File: config.mk
export PLATFORM = sky130hd
export DESIGN_NAME = n_bit_4_to_1_rr_collector_with_enable
export DESIGN_NICKNAME = d
export VERILOG_FILES = /design/src/rtl/n_bit_4_to_1_rr_collector_with_enable.sv
export SDC_FILE = /design/constraint.sdc
export NUM_CORES = 1
export LEC_CHECK = 0
export BUFFER_PORTS_ARGS = -buffer_cell sky130_fd_sc_hd__buf_2
export CORE_UTILIZATION = 49
export CTS_BUF_LIST = sky130_fd_sc_hd__clkbuf_4
export CTS_CLUSTER_DIAMETER = 80
export CTS_CLUSTER_SIZE = 16
export DETAILED_ROUTE_END_ITERATION = 8
export PLACE_DENSITY = 0.82
export SLEW_MARGIN = 20
export SYNTH_ARGS = -nofsm -noshare
export SYNTH_HDL_FRONTEND = slang
export SYNTH_SLANG_ARGS = --single-unit
File: constraint.sdc
create_clock -name clk -period 3.8 [get_ports clk]
set_clock_uncertainty 0.1 [all_clocks]
set_input_delay 0.76 -clock clk [delete_from_list [all_inputs] [get_ports clk]]
set_output_delay 0.76 -clock clk [all_outputs]
set_load 0.05 [all_outputs]
File: src/rtl/n_bit_4_to_1_rr_collector_with_enable.sv
// Four-lane round-robin collector: arbitrates valid/ready source lanes into a
// single registered output stage tagged with the winning lane index.

// Per-lane grant cell: a lane wins when it requests, arbitration is open,
// and no other requesting lane sits closer to the round-robin pointer.
module n_bit_4_to_1_rr_collector_with_enable_lane #(
    parameter int NUM_LANES = 4,
    parameter int PW        = 2,
    parameter int LANE      = 0
) (
    input  logic [NUM_LANES-1:0] req,
    input  logic [PW-1:0]        ptr,
    input  logic                 arb_en,
    output logic                 grant
);
    logic [PW-1:0] my_dist;
    logic [PW-1:0] other_dist;
    logic          blocked;

    // Priority distance wraps naturally in PW bits (modulo NUM_LANES).
    always_comb begin
        my_dist    = PW'(LANE) - ptr;
        other_dist = '0;
        blocked    = 1'b0;
        for (int j = 0; j < NUM_LANES; j++) begin
            other_dist = PW'(j) - ptr;
            if ((j != LANE) && req[j] && (other_dist < my_dist))
                blocked = 1'b1;
        end
        grant = arb_en & req[LANE] & ~blocked;
    end
endmodule

module n_bit_4_to_1_rr_collector_with_enable #(
    parameter int N = 4
) (
    input  logic         clk,
    input  logic         rst_n,
    input  logic         enable,
    input  logic [N-1:0] in0,
    input  logic [N-1:0] in1,
    input  logic [N-1:0] in2,
    input  logic [N-1:0] in3,
    input  logic [3:0]   valid,
    output logic [3:0]   ready,
    output logic [N-1:0] y,
    output logic [1:0]   y_select,
    output logic         y_valid,
    input  logic         y_ready
);
    localparam int NUM_LANES = 4;
    localparam int PW        = 2;

    logic [NUM_LANES-1:0][N-1:0] lane_data;
    logic [NUM_LANES-1:0]        grant;
    logic [PW-1:0]               ptr;
    logic [PW-1:0]               gnt_idx;
    logic [N-1:0]                gnt_data;
    logic                        slot_free;
    logic                        arb_en;
    logic                        take;

    assign lane_data = {in3, in2, in1, in0};

    // The slot can take a word when empty or being drained this same cycle.
    // Reset is folded in so no ready escapes while rst_n is low.
    assign slot_free = ~y_valid | y_ready;
    assign arb_en    = rst_n & enable & slot_free;

    genvar g;
    generate
        for (g = 0; g < NUM_LANES; g++) begin : g_lane
            n_bit_4_to_1_rr_collector_with_enable_lane #(
                .NUM_LANES(NUM_LANES),
                .PW       (PW),
                .LANE     (g)
            ) u_lane (
                .req   (valid),
                .ptr   (ptr),
                .arb_en(arb_en),
                .grant (grant[g])
            );
        end
    endgenerate

    assign ready = grant;
    assign take  = |grant;

    // Encode the one-hot grant and select the winning lane's word.
    always_comb begin
        gnt_idx = '0;
        for (int k = 0; k < NUM_LANES; k++) begin
            if (grant[k])
                gnt_idx = PW'(k);
        end
        gnt_data = lane_data[gnt_idx];
    end

    // Output stage and pointer: capture on transfer, clear valid on a bare pop.
    always_ff @(posedge clk or negedge rst_n) begin
        if (!rst_n) begin
            y        <= '0;
            y_select <= '0;
            y_valid  <= 1'b0;
            ptr      <= '0;
        end else if (take) begin
            y        <= gnt_data;
            y_select <= gnt_idx;
            y_valid  <= 1'b1;
            ptr      <= gnt_idx + PW'(1);
        end else if (y_valid && y_ready) begin
            y_valid  <= 1'b0;
        end
    end
endmodule

==> results of run 1 <==
[state kept, by name, indices dropped and copies added, names as in the netlist]
register and flops:
y_valid 1, y 4, y_select 2, ptr 2
[stage by stage]
step,utilization,total power [mW],setup slack (ns),cells,hold WS [ns]
final,0.662,0.642,0.891,116,0.257
after global routing,0.662,0.688,0.776,116,0.256
after CTS,0.662,0.647,0.885,116,0.260
after detailed placement,0.638,0.565,1.03,112,0.372
after global placement,0.638,0.559,1.07,112,0.365
after floorplan,-,0.484,1.36,68,0.364
[path summary, 6_finish.rpt]
kind,startpoint,endpoint,cells past startpoint
worst max register to register,ptr[1]$_DFFE_PN0P_,y[2]$_DFFE_PN0P_,8
worst min register to register,y_select[1]$_DFFE_PN0P_,y_select[1]$_DFFE_PN0P_,2
max in group asynchronous,rst_n,ptr[0]$_DFFE_PN0P_,1
min in group clk,y_select[1]$_DFFE_PN0P_,y_select[1]$_DFFE_PN0P_,2
worst max-delay path,ptr[1]$_DFFE_PN0P_,ready[2],6
worst min-delay path,rst_n,y_valid$_DFFE_PN0P_,1
[per-layer routing]
metal  up-vias  global-route usage  routed length [µm]
met1       286               0.292                 719
li1        310                   -                   -
met5         -                   0                   0
met3         0              0.0511                  66
met4         0               0.103                   0
met2        23               0.321                 700
[power by group]
group	switching [mW]	internal [mW]	leakage [nW]	total (mW)
Clock	0.0334	0.0476	0.0184	0.0810
Sequential	0.0343	0.144	0.105	0.178
Combinational	0.260	0.123	0.332	0.383
Total	0.328	0.314	0.456	0.642
[layout by cell type, fill, tap and decap left out, types with 2 or more instances in the layout]
master / count
nand2b_1: 4
dfrtp_1: 9
a22oi_1: 9
nand2_1: 5
or2_1: 2
ha_1: 4
buf_2: 34
o2111ai_2: 2
nor2_1: 2
nand3_1: 2
clkbuf_4: 4
inv_1: 8
o221ai_1: 4
a21oi_1: 2
[cell families (layout without fill, tap and decap cells)]
kind of cell / count (synthesis) / in the layout / synth area share
AND/OR/NAND/NOR: 19 / 19 / 0.194
flip-flops: 9 / 9 / 0.330
adder cells (fa/ha/maj): 4 / 4 / 0.0733
AO/OA/AOI/OAI: 22 / 22 / 0.275
buffers and inverters: 14 / 47 / 0.128
[worst reg2reg max path, delay by kind of cell (launching register included)]
kind | cells | cell delay, ns
buffers and inverters | 2 | 0.17
flip-flops | 1 | 0.44
AND/OR/NAND/NOR | 3 | 0.72
AO/OA/AOI/OAI | 2 | 0.18
adder cells (fa/ha/maj) | 1 | 0.30
[area by class of cell]
class                           instances  share of cell area
Multi-Input combinational cell         45               0.430
Sequential cell                         9               0.262
Timing Repair Buffer                   34               0.198
Inverter                                9              0.0538
Clock buffer                            4              0.0349
Tap cell                               15              0.0218
==> results list, run 1 <==
- The die covers 0.00155 mm².
* Slowest library cell on the worst path: dfrtp_1
* Maximum number of pins on one net before global-route repair: 11
- The number of global-route vias before repair came to 520.
- Total core area: 0.00130 mm²
- Setup violations remaining at the end of the flow were counted as 0.
- For the finished layout, the period the worst path requires is 2.91 ns.
* Horiz. Die Dim: 39.3 µm
* Number of buffer and inverter instances along the worst setup path: 2
- In this design, the stage delay of the slowest critical-path cell is 0.44 ns.
- Count of inserted antenna diode cells: 0
- In this run, post-CTS repair resized a total of 0 instances.
- The clock passes through at most 2 buffers.
- Leakage Power: 0.456 nW
- For this run, the number of Yosys warnings is 0.
* Proportion of synthesized chip area in sequential cells: 0.330
- Area used by sequential logic in the layout: 225 µm²
* Kind of end point of the critical path: output pin
* Yosys reg bits: 9
- In the final layout, the multi-input gates occupy 370 µm².
- By area the synthesized netlist is led by dfrtp_1 (33%), a22oi_1 (9.9%), ha_1 (7.3%), o221ai_1 (5.1%), buf_4 (4.4%).
- TritonCTS built the clock tree.
- Type of the worst setup path: flip-flop to output pin
- The routed design has 1490 µm of wire.
* Rows: 13
- Die height: 39.3 µm
* H-tree depth: 1
- Startpoint type of the worst setup path: flip-flop
- The flow ran to the end, and the final reports show no timing, DRC or antenna violations.
- By count the netlist is led by a22oi_1 (9), dfrtp_1 (9), inv_1 (8), nand2_1 (5).
- For this configuration, the core starts out at a cell density of 0.525.
- Final Max Tran Viols: 0
- The share of synthesized area in the top cell type comes to 0.330.
* Average wire per cell in the routed design: 12.8 µm
- Hold buffer count at CTS: 0
- IR analysis of the VDD net gives a maximum drop of 0.338 mV.
- Max-cap check violation count: 0
- The signal on the critical path passes through inv_1 > ha_1 > nand2b_1 > o2111ai_2 > nor2_1 > buf_2.
- Placer Congestion: 0.707
* Final sum of negative setup slack: 0 ns
- Number of detailed-routing iterations run before antenna repair: 4
- Port buffering added 34 buffers.
- Final Hold Viols: 0
* DRC violations left: 0
- The count of nets left with antenna violations once routing finished came out at 0.
- Of the cells placed in the final design, the portion with a size suffix greater than 1 is 0.465.
- Syn-to-layout area delta: 26.0%
- Clock transition at the registers of the reported paths: 0.06 ns
* Final instance area: 861 µm²
- Endpoint arrival time on the critical path: 2.05 ns
* Number of buffers inserted during clock tree synthesis: 3
* Biggest area consumer among synthesized cells: dfrtp_1
- In the synthesized netlist the async set-or-reset flop fraction comes to 1.00.
- In this run, distinct cell masters in the synthesized netlist total 24.
- Fill count: 120
* Worst Max-Slew Pin Slew: 0.391 ns
- Detailed-route via count: 619
- In this run the worst path has a maximum fanout of 6.
- Summed over all layers, the global routing overflow is 0.
- 35 I/O pins were placed.
- In this run the post-CTS setup repair buffer count came out at 0.
- Average instance area after synthesis: 10.0 µm²
- Final nets: 130
* Primary FF master, synth: dfrtp_1
* Classification of the worst-slack hold path: input port to async pin
- Counting flops with a built-in enable in the synthesized netlist gives 0.
- Clk sinks: 9
- For the worst-skew pair, the clock arrives at the later sink with an insertion delay of 0.26 ns.
* Unrepaired setup endpoints after global routing: no
* Combined area of all synthesized cells: 683 µm²
- After detailed routing, the number of vias per cell comes to 5.34.
- In the finished design, the share of the clock period the worst path needs comes to 0.765.
* R2R Setup Slk: 1.76 ns
- Achievable Freq: 0.344 GHz
* Synthesized instance count: 68
- In this run the cell area measured after placement is 831 µm².
- Across every metal layer, demand over resource in global routing totals 0.217.
* Net count after synthesis: 96
- DRC violation total after the first TritonRoute iteration: 14
* Worst path top cell family by delay: simple AND/OR/NAND/NOR gates
- Placed wire-length estimate after detailed placement: 1220 µm
- In this run the tightest slew margin relative to its limit is 0.740.
- In this run the clock root is driven by a clkbuf_4.
- In this run the power density over the cells is 746 mW/mm².
- Data on the critical path is required at its endpoint by 2.94 ns.
- The first global-routing pass estimated 2190 µm of wire.
* Antenna violations before repair: 0
No activity file was read; power rests on OpenSTA's default activity.
==> inputs of run 2 (changes only) <==
--- a/config.mk
+++ b/config.mk
@@ -5,13 +5,14 @@
 export SDC_FILE = /design/constraint.sdc
 export NUM_CORES = 1
 export LEC_CHECK = 0
+export ABC_AREA = 1
 export BUFFER_PORTS_ARGS = -buffer_cell sky130_fd_sc_hd__buf_2
 export CORE_UTILIZATION = 49
 export CTS_BUF_LIST = sky130_fd_sc_hd__clkbuf_4
 export CTS_CLUSTER_DIAMETER = 80
 export CTS_CLUSTER_SIZE = 16
 export DETAILED_ROUTE_END_ITERATION = 8
-export PLACE_DENSITY = 0.82
+export PLACE_DENSITY = 0.78
 export SLEW_MARGIN = 20
 export SYNTH_ARGS = -nofsm -noshare
 export SYNTH_HDL_FRONTEND = slang
==> constraint.sdc (replaced) <==
create_clock -name clk -period 3 [get_ports clk]
set_clock_uncertainty 0.1 [all_clocks]
set_input_delay 0.6 -clock clk [delete_from_list [all_inputs] [get_ports clk]]
set_output_delay 0.6 -clock clk [all_outputs]
set_load 0.05 [all_outputs]
==> run 2 against run 1 <==
  * Sequential power rose by 23%
  * Wire length grew 20%
  * Clock power is 27% higher
  * Total power rose by 34%
  * Final cell count is 55% higher
  * Via count grew 34%
  * Die area is 24% higher
  * Largest power group unchanged
  * Largest cell class unchanged
  * Non-clock buffer count did not move
  * Worst hold slack lost 0.18 ns
==> results list, run 2 <==
* Startpoint type of the worst setup path: flip-flop
- Synthesized-area fraction occupied by ao, oa, aoi and oai cells: 0.0335
- After detailed routing, the total wire length is 1790 µm.
* Largest register FFs: 4
- During I/O placement, the number of pins put on the boundary was 35.
* Share of final-layout standard cells stronger than drive strength 1: 0.366
- IR analysis of the VDD net gives a maximum drop of 0.673 mV.
- Post-synth top area share: 0.262
- Number of detailed-routing iterations run before antenna repair: 6
- The worst setup path is of the flip-flop to output pin kind.
* Post-synth ARST share: 1.00
- Final instance area: 0.00105 mm²
- In this run the remaining antenna-violating nets after routing total 0.
- Detailed-route via count: 831
* Post-synth EDFFs: 0
- Along the worst path, the maximum fanout reaches 4.
- CTS tree: built
* Kind of end point of the critical path: output pin
* Adder-Cell Fraction of Synth Area: 0.0583
- Hold is met by 0.0804 ns.
* Area occupied by multi-input gates: 497 µm²
* Non-Filler Instances: 180
- The root buffer cell chosen for the clock tree is clkbuf_4.
- Count of inserted antenna diode cells: 0
- Resize count post-CTS: 0
- In this run, placement finished with an instance count of 176.
- Setup total negative slack on the finished layout was measured at 0 ns.
* Final Worst Setup Slack: 0.560 ns
- Leading post-synthesis cells by cell area: dfrtp_1 (26%), nand2_1 (21%), inv_1 (9.2%), nand2_4 (7.9%), ha_1 (5.8%)
* Req. time, crit path: 2.30 ns
* Hold buffer count at CTS: 0
* Placer Congestion: 0.906
- Total core area: 0.00158 mm²
* Clock transition at the registers of the reported paths: 0.06 ns
- Fraction of synthesized area in multiplexers: 0
* Average instance area after synthesis: 6.60 µm²
- The clock passes through at most 2 buffers.
- The most used flip-flop cell after synthesis is dfrtp_1.
- Net count after synthesis: 158
- Max-cap violations in this run came to 0.
* Leakage Power: 0.694 nW
* Critical path cell sequence: inv_1 > ha_1 > inv_1 > nand2_1 > nand2_1 > nor2_2 > nand2_4 > inv_2 > buf_2
- The number of antenna violations at the first check in global routing is 0.
- Area used by sequential logic in the layout: 225 µm²
- The library cell used most frequently in the layout, excluding fill and tap cells, is nand2_1.
- First-pass GRT wire length: 3060 µm
* Area share of and/or/nand/nor cells after synthesis: 0.487
* Final Hold Viols: 0
* Fill count: 150
* Syn-to-layout area delta: 22.2%
* Most used standard cells in the synthesized netlist: nand2_1 (47), inv_1 (21), nor2_1 (10), dfrtp_1 (9), nand3_1 (9)
- Xor-xnor portion of the synthesized cell area: 0
* Total of warnings raised by yosys: 0
- Setup violations, final: 0
- Placed wire-length estimate after detailed placement: 1470 µm
- Ranked by flip-flop count, first place goes to y.
* Maximum number of pins on one net before global-route repair: 11
* Synthesized instance count: 130
* Most frequent cells in the layout: nand2_1 (47), buf_2 (34), inv_1 (21)
- For this run the aggregate overflow at the end of global routing stands at 0.
* Die height: 43.9 µm
* Combinational family with the most area after synthesis: simple AND/OR/NAND/NOR gates
- CTS built an H-tree with a depth of 1.
- In this run, synthesis produced a sequential element count of 9.
* DIE AREA: 0.00192 mm²
* Cell with the most instances after synthesis: nand2_1
- The flow ran to the end, and the final reports show no timing, DRC or antenna violations.
* Largest registers ranked by flip-flop count: y x4, ptr x2, y_select x2
- Endpoint arrival time on the critical path: 1.74 ns
- In this run the worst hold path is classified as input port to async pin.
- For this run, the total global-route usage over all layers was measured as 0.212.
- The die is 43.9 µm wide.
* Number of buffers inserted during clock tree synthesis: 3
* Max-slew headroom at the worst pin: 0.837
- In the routed design, unresolved DRC markers number 0.
* Average via count per standard cell: 4.62
- The clock reaches the later pin of the worst-skew pair after 0.26 ns.
- DRC violation total after the first TritonRoute iteration: 13
* Worst path top cell family by delay: buffers and inverters
- Achievable Freq: 0.410 GHz
- Unrepaired setup endpoints after global routing: no
- After the last flow step, the layout net total stands at 193.
- Combined area of all synthesized cells: 858 µm²
* Placed Area: 0.00102 mm²
- Min Tclk post-route: 2.44 ns
- On the critical path, the stage with the largest delay is an instance of dfrtp_1.
* Biggest area consumer among synthesized cells: dfrtp_1
- Worst slack, placed: 0.667 ns
- Number of post-CTS setup repair buffers: 0
* Rows: 14
* Period utilization: 0.813
* Worst Max-Slew Pin Slew: 0.244 ns
* Average wire per cell in the routed design: 9.93 µm
- The max-slew violation total from the final report is 0.
* Number of buffer and inverter instances along the worst setup path: 4
- For this run, the slowest stage of the critical path takes 0.41 ns.
- Number of global-route vias before repair: 740
* Count of distinct cell types in the synthesized netlist: 18
* Clk sinks: 9
* PortBufs: 34
* Starting Density: 0.544
- For this run, the register share of the synthesized area comes to 0.262.
- Power density over the cells: 822 mW/mm²
==> run 2: cell count changes after synthesis, moves of 5 or more <==
| cell | previous run | this run |
|---|---|---|
| nand2_1 | 5 | 47 |
| inv_1 | 8 | 21 |
| a22oi_1 | 9 | 0 |
| nor2_1 | 2 | 10 |
| nand3_1 | 2 | 9 |
| nand2_4 | 0 | 6 |
| inv_2 | 0 | 5 |
==> run 2: where the power goes <==
group          leakage [nW]  total, mW  switching, mW  internal (mW)
registers             0.111      0.219         0.0389          0.180
clock network        0.0184      0.103         0.0424         0.0603
logic                 0.565      0.541          0.388          0.152
==> run 2: per-layer routing <==
layer  share of wire  global-route usage  up-vias
met5               0                   0        -
met4           0.016               0.103        0
met3           0.036              0.0375        3
met2            0.45               0.325       24
met1            0.50               0.288      352
li1                -                   -      452
==> run 2: final timing paths <==
check,from,endpoint,slack [ns],cells past startpoint
min in group clk,y_select[0]$_DFFE_PN0P_,y_select[0]$_DFFE_PN0P_,0.37,2
max reg2reg,ptr[1]$_DFFE_PN0P_,y[1]$_DFFE_PN0P_,1.21,13
max,ptr[1]$_DFFE_PN0P_,ready[2],0.56,9
max in group asynchronous,rst_n,ptr[1]$_DFFE_PN0P_,2.53,1
min reg2reg,y_select[0]$_DFFE_PN0P_,y_select[0]$_DFFE_PN0P_,0.37,2
min,rst_n,y[0]$_DFFE_PN0P_,0.08,1
==> run 2: area by class of cell <==
class                   instances  share of cell area
inverters                      27               0.101
clock buffers                   4              0.0286
flip-flops and latches          9               0.215
well taps                      16              0.0191
multi-input cells              90               0.474
repair buffers                 34               0.162
==> run 2: logic make-up (layout without fill, tap and decap cells) <==
kind of cell,after synthesis,count (layout)
AOI/OAI and AO/OA,5,5
adders and majority gates,4,4
buffers and inverters,31,65
DFF,9,9
and+or+nand+nor,81,81
==> run 2: stage by stage <==
step | power (mW) | utilization
after floorplan | 0.647 | -
after detailed placement | 0.762 | 0.646
after global routing | 0.928 | 0.665
final | 0.862 | 0.665
after global placement | 0.754 | 0.646
after CTS | 0.870 | 0.665
==> inputs of run 3 (changes only) <==
--- a/config.mk
+++ b/config.mk
@@ -7,12 +7,12 @@
 export LEC_CHECK = 0
 export ABC_AREA = 1
 export BUFFER_PORTS_ARGS = -buffer_cell sky130_fd_sc_hd__buf_2
-export CORE_UTILIZATION = 49
+export CORE_UTILIZATION = 44
 export CTS_BUF_LIST = sky130_fd_sc_hd__clkbuf_4
 export CTS_CLUSTER_DIAMETER = 80
 export CTS_CLUSTER_SIZE = 16
 export DETAILED_ROUTE_END_ITERATION = 8
-export PLACE_DENSITY = 0.78
+export PLACE_DENSITY = 0.74
 export SLEW_MARGIN = 20
 export SYNTH_ARGS = -nofsm -noshare
 export SYNTH_HDL_FRONTEND = slang
==> constraint.sdc (replaced) <==
create_clock -name clk -period 2.2 [get_ports clk]
set_clock_uncertainty 0.1 [all_clocks]
set_input_delay 0.44 -clock clk [delete_from_list [all_inputs] [get_ports clk]]
set_output_delay 0.44 -clock clk [all_outputs]
set_load 0.05 [all_outputs]
==> run 3 against run 2 <==
  * Non-clock buffer count is 7 higher
  * Worst hold slack got worse by 0.077 ns
  * Sequential power increased by 36%
  * Core utilization shrank 3.1 points
  * Clock-buffer cell count stayed put
==> results list, run 3 (synthesis results as in run 2) <==
- Result of the run: finished, final reports clean
- The library cell used most frequently in the layout, excluding fill and tap cells, is nand2_1.
- Setup violations remaining at the end of the flow were counted as 0.
- Detailed routing placed a total of 926 µm of wire on met2.
- Final Hold Viols: 0
- Starting Density: 0.481
- Die height: 46.2 µm
- Worst Max-Slew Pin Slew: 0.255 ns
- Prior to clock tree synthesis, the placed netlist has a worst setup slack of 0.226 ns.
* Number of buffers inserted during clock tree synthesis: 3
- The die is 46.2 µm wide.
- Data on the critical path is required at its endpoint by 1.66 ns.
* Combined global-route utilization of all metal layers: 0.186
* Slowest library cell on the worst path: dfrtp_1
* Placer Congestion: 0.868
- The number of buffers and inverters on the critical path is 4.
* Syn-to-layout area delta: 31.8%
- For this block, wires on met1 add up to 899 µm.
- Endpoint arrival time on the critical path: 1.65 ns
- Detailed routing placed a total of 72 µm of wire on met3.
- Min Tclk post-route: 2.19 ns
- Placed Area: 0.00104 mm²
- First-pass GRT wire length: 2800 µm
* DIE AREA: 0.00213 mm²
- Along the worst path, the maximum fanout reaches 4.
* Final nets: 200
- Largest register FFs: 4
- Share of final-layout standard cells stronger than drive strength 1: 0.392
- The detailed router finished its first iteration with 13 violations.
* Startpoint type of the worst setup path: flip-flop
* Count of nets left with antenna violations after detail routing: 0
- Dividing total power by cell area gives a power density of 1100 mW/mm².
- Max-slew headroom at the worst pin: 0.831
- The wire-length estimate of the detail-placed layout is 1540 µm.
* Clock transition at the registers of the reported paths: 0.06 ns
- The critical path in this run is classified as flip-flop to output pin.
- Summing over every cut layer, the via total after detailed routing is 907.
* Final Max Tran Viols: 0
- Startpoint of the most critical register-to-register path: ptr[1]$_DFFE_PN0P_
* Grt total ovfl: 0
* Unrepaired setup endpoints after global routing: yes
- R2R Setup Slk: 0.36 ns
- In this run, post-CTS hold repair placed 0 buffers.
- Dividing the final minimum period by the clock period gives 0.996.
* Highest ir drop seen on vdd: 0.671 mV
- Before antenna repair, the detailed router went through 4 iterations.
* Achievable Freq: 0.456 GHz
* Crit. Startpoint: ptr[1]$_DFFE_PN0P_
* Critical path cell sequence: inv_1 > ha_1 > inv_1 > nand2_1 > nand2_1 > nor2_2 > nand2_4 > inv_2 > buf_8
* Max-cap check violation count: 0
- Summed over all cells, the static leakage comes to 0.729 nW.
- The largest registers in the layout are y x4, ptr x2, y_select x2.
- Detailed Route WL: 1900 µm
* Count of inserted antenna diode cells: 0
- Number of global-route vias before repair: 671
- The detailed router used layers up to and including met3.
- Worst path top cell family by delay: buffers and inverters
- Antenna violations before repair: 0
* DRC violations left: 0
* Kind of end point of the critical path: output pin
- Rows: 15
- Using the TritonRoute via totals, the vias-per-cell ratio works out to 4.63.
- H-tree depth: 1
- TritonCTS built the clock tree.
- PortBufs: 34
- Total core area: 0.00178 mm²
- Average wire per cell in the routed design: 9.68 µm
- Delay of the slowest cell on the worst path: 0.38 ns
- More flip-flops sit in one register than any other, and that register is y.
- Final instance area: 0.00113 mm²
- Maximum number of pins on one net before global-route repair: 10
* Clk root buf: clkbuf_4
- Final Worst Setup Slack: 0.00926 ns
- The top cell types in the final layout, fill and taps aside, are nand2_1 (47), buf_2 (31), inv_1 (21).
* Number of ports placed on the die boundary: 35
- Classification of the worst-slack hold path: input port to async pin
- For the worst-skew pair, the clock arrives at the later sink with an insertion delay of 0.25 ns.
- The clock passes through at most 2 buffers.
* Clk sinks: 9
[run 3: path summary, 6_finish.rpt]
check / to / cells after the start
min: y[2]$_DFFE_PN0P_ / 2
max reg2reg: y[1]$_DFFE_PN0P_ / 13
min in group clk: y_valid$_DFFE_PN0P_ / 4
min reg2reg: y_select[0]$_DFFE_PN0P_ / 2
max in group asynchronous: ptr[0]$_DFFE_PN0P_ / 2
max: ready[2] / 9
[run 3: final cells by class]
cell class                      count  area (µm²)
Tap cell                           25        31.3
Clock buffer                        4        30.0
Sequential cell                     9         225
Fill cell                         167         652
Timing Repair Buffer               41         241
Multi-Input combinational cell     90         497
Inverter                           27         106
[run 3: stage by stage]
step | cells | util | hold WS [ns] | total power [mW] | TNS [ns]
2_1_floorplan | 130 | - | 0.0444 | 0.882 | 0
3_3_place_gp | 187 | 0.586 | 0.279 | 1.03 | 0
4_1_cts | 191 | 0.606 | 0.000663 | 1.19 | 0
5_1_grt | 196 | 0.634 | 0.00702 | 1.33 | -0.142
6_report | 196 | 0.634 | 0.00361 | 1.24 | 0
3_5_place_dp | 187 | 0.586 | 0.282 | 1.04 | 0
[run 3: what timing repair did]
item                       CTS  global route
pin swaps                    0             2
setup endpoints to repair    2             4
buffers inserted             0             5
gates resized for setup      2             4
[run 3: where the power goes]
part,switching (mW),internal (mW),total [mW]
registers,0.0523,0.245,0.297
clock network,0.0553,0.0821,0.137
logic,0.553,0.254,0.807
[run 3: metal layers]
metal  up-vias  GRT usage
li1        466          -
met2        25      0.287
met3         0     0.0235
met1       416      0.254
met4         0     0.0882
met5         -          0
[run 3: worst reg2reg max path: stages, from the launching register on]
cell,delay [ns]
dfrtp_1,0.38
inv_1,0.10
ha_1,0.21
nand2_1,0.06
nand2_1,0.06
nor2_2,0.16
nand2_4,0.08
buf_4,0.17
nand2_4,0.10
nand2_1,0.06
nand3_1,0.09
nand2_1,0.06
nand2_1,0.06
nand2_1,0.05
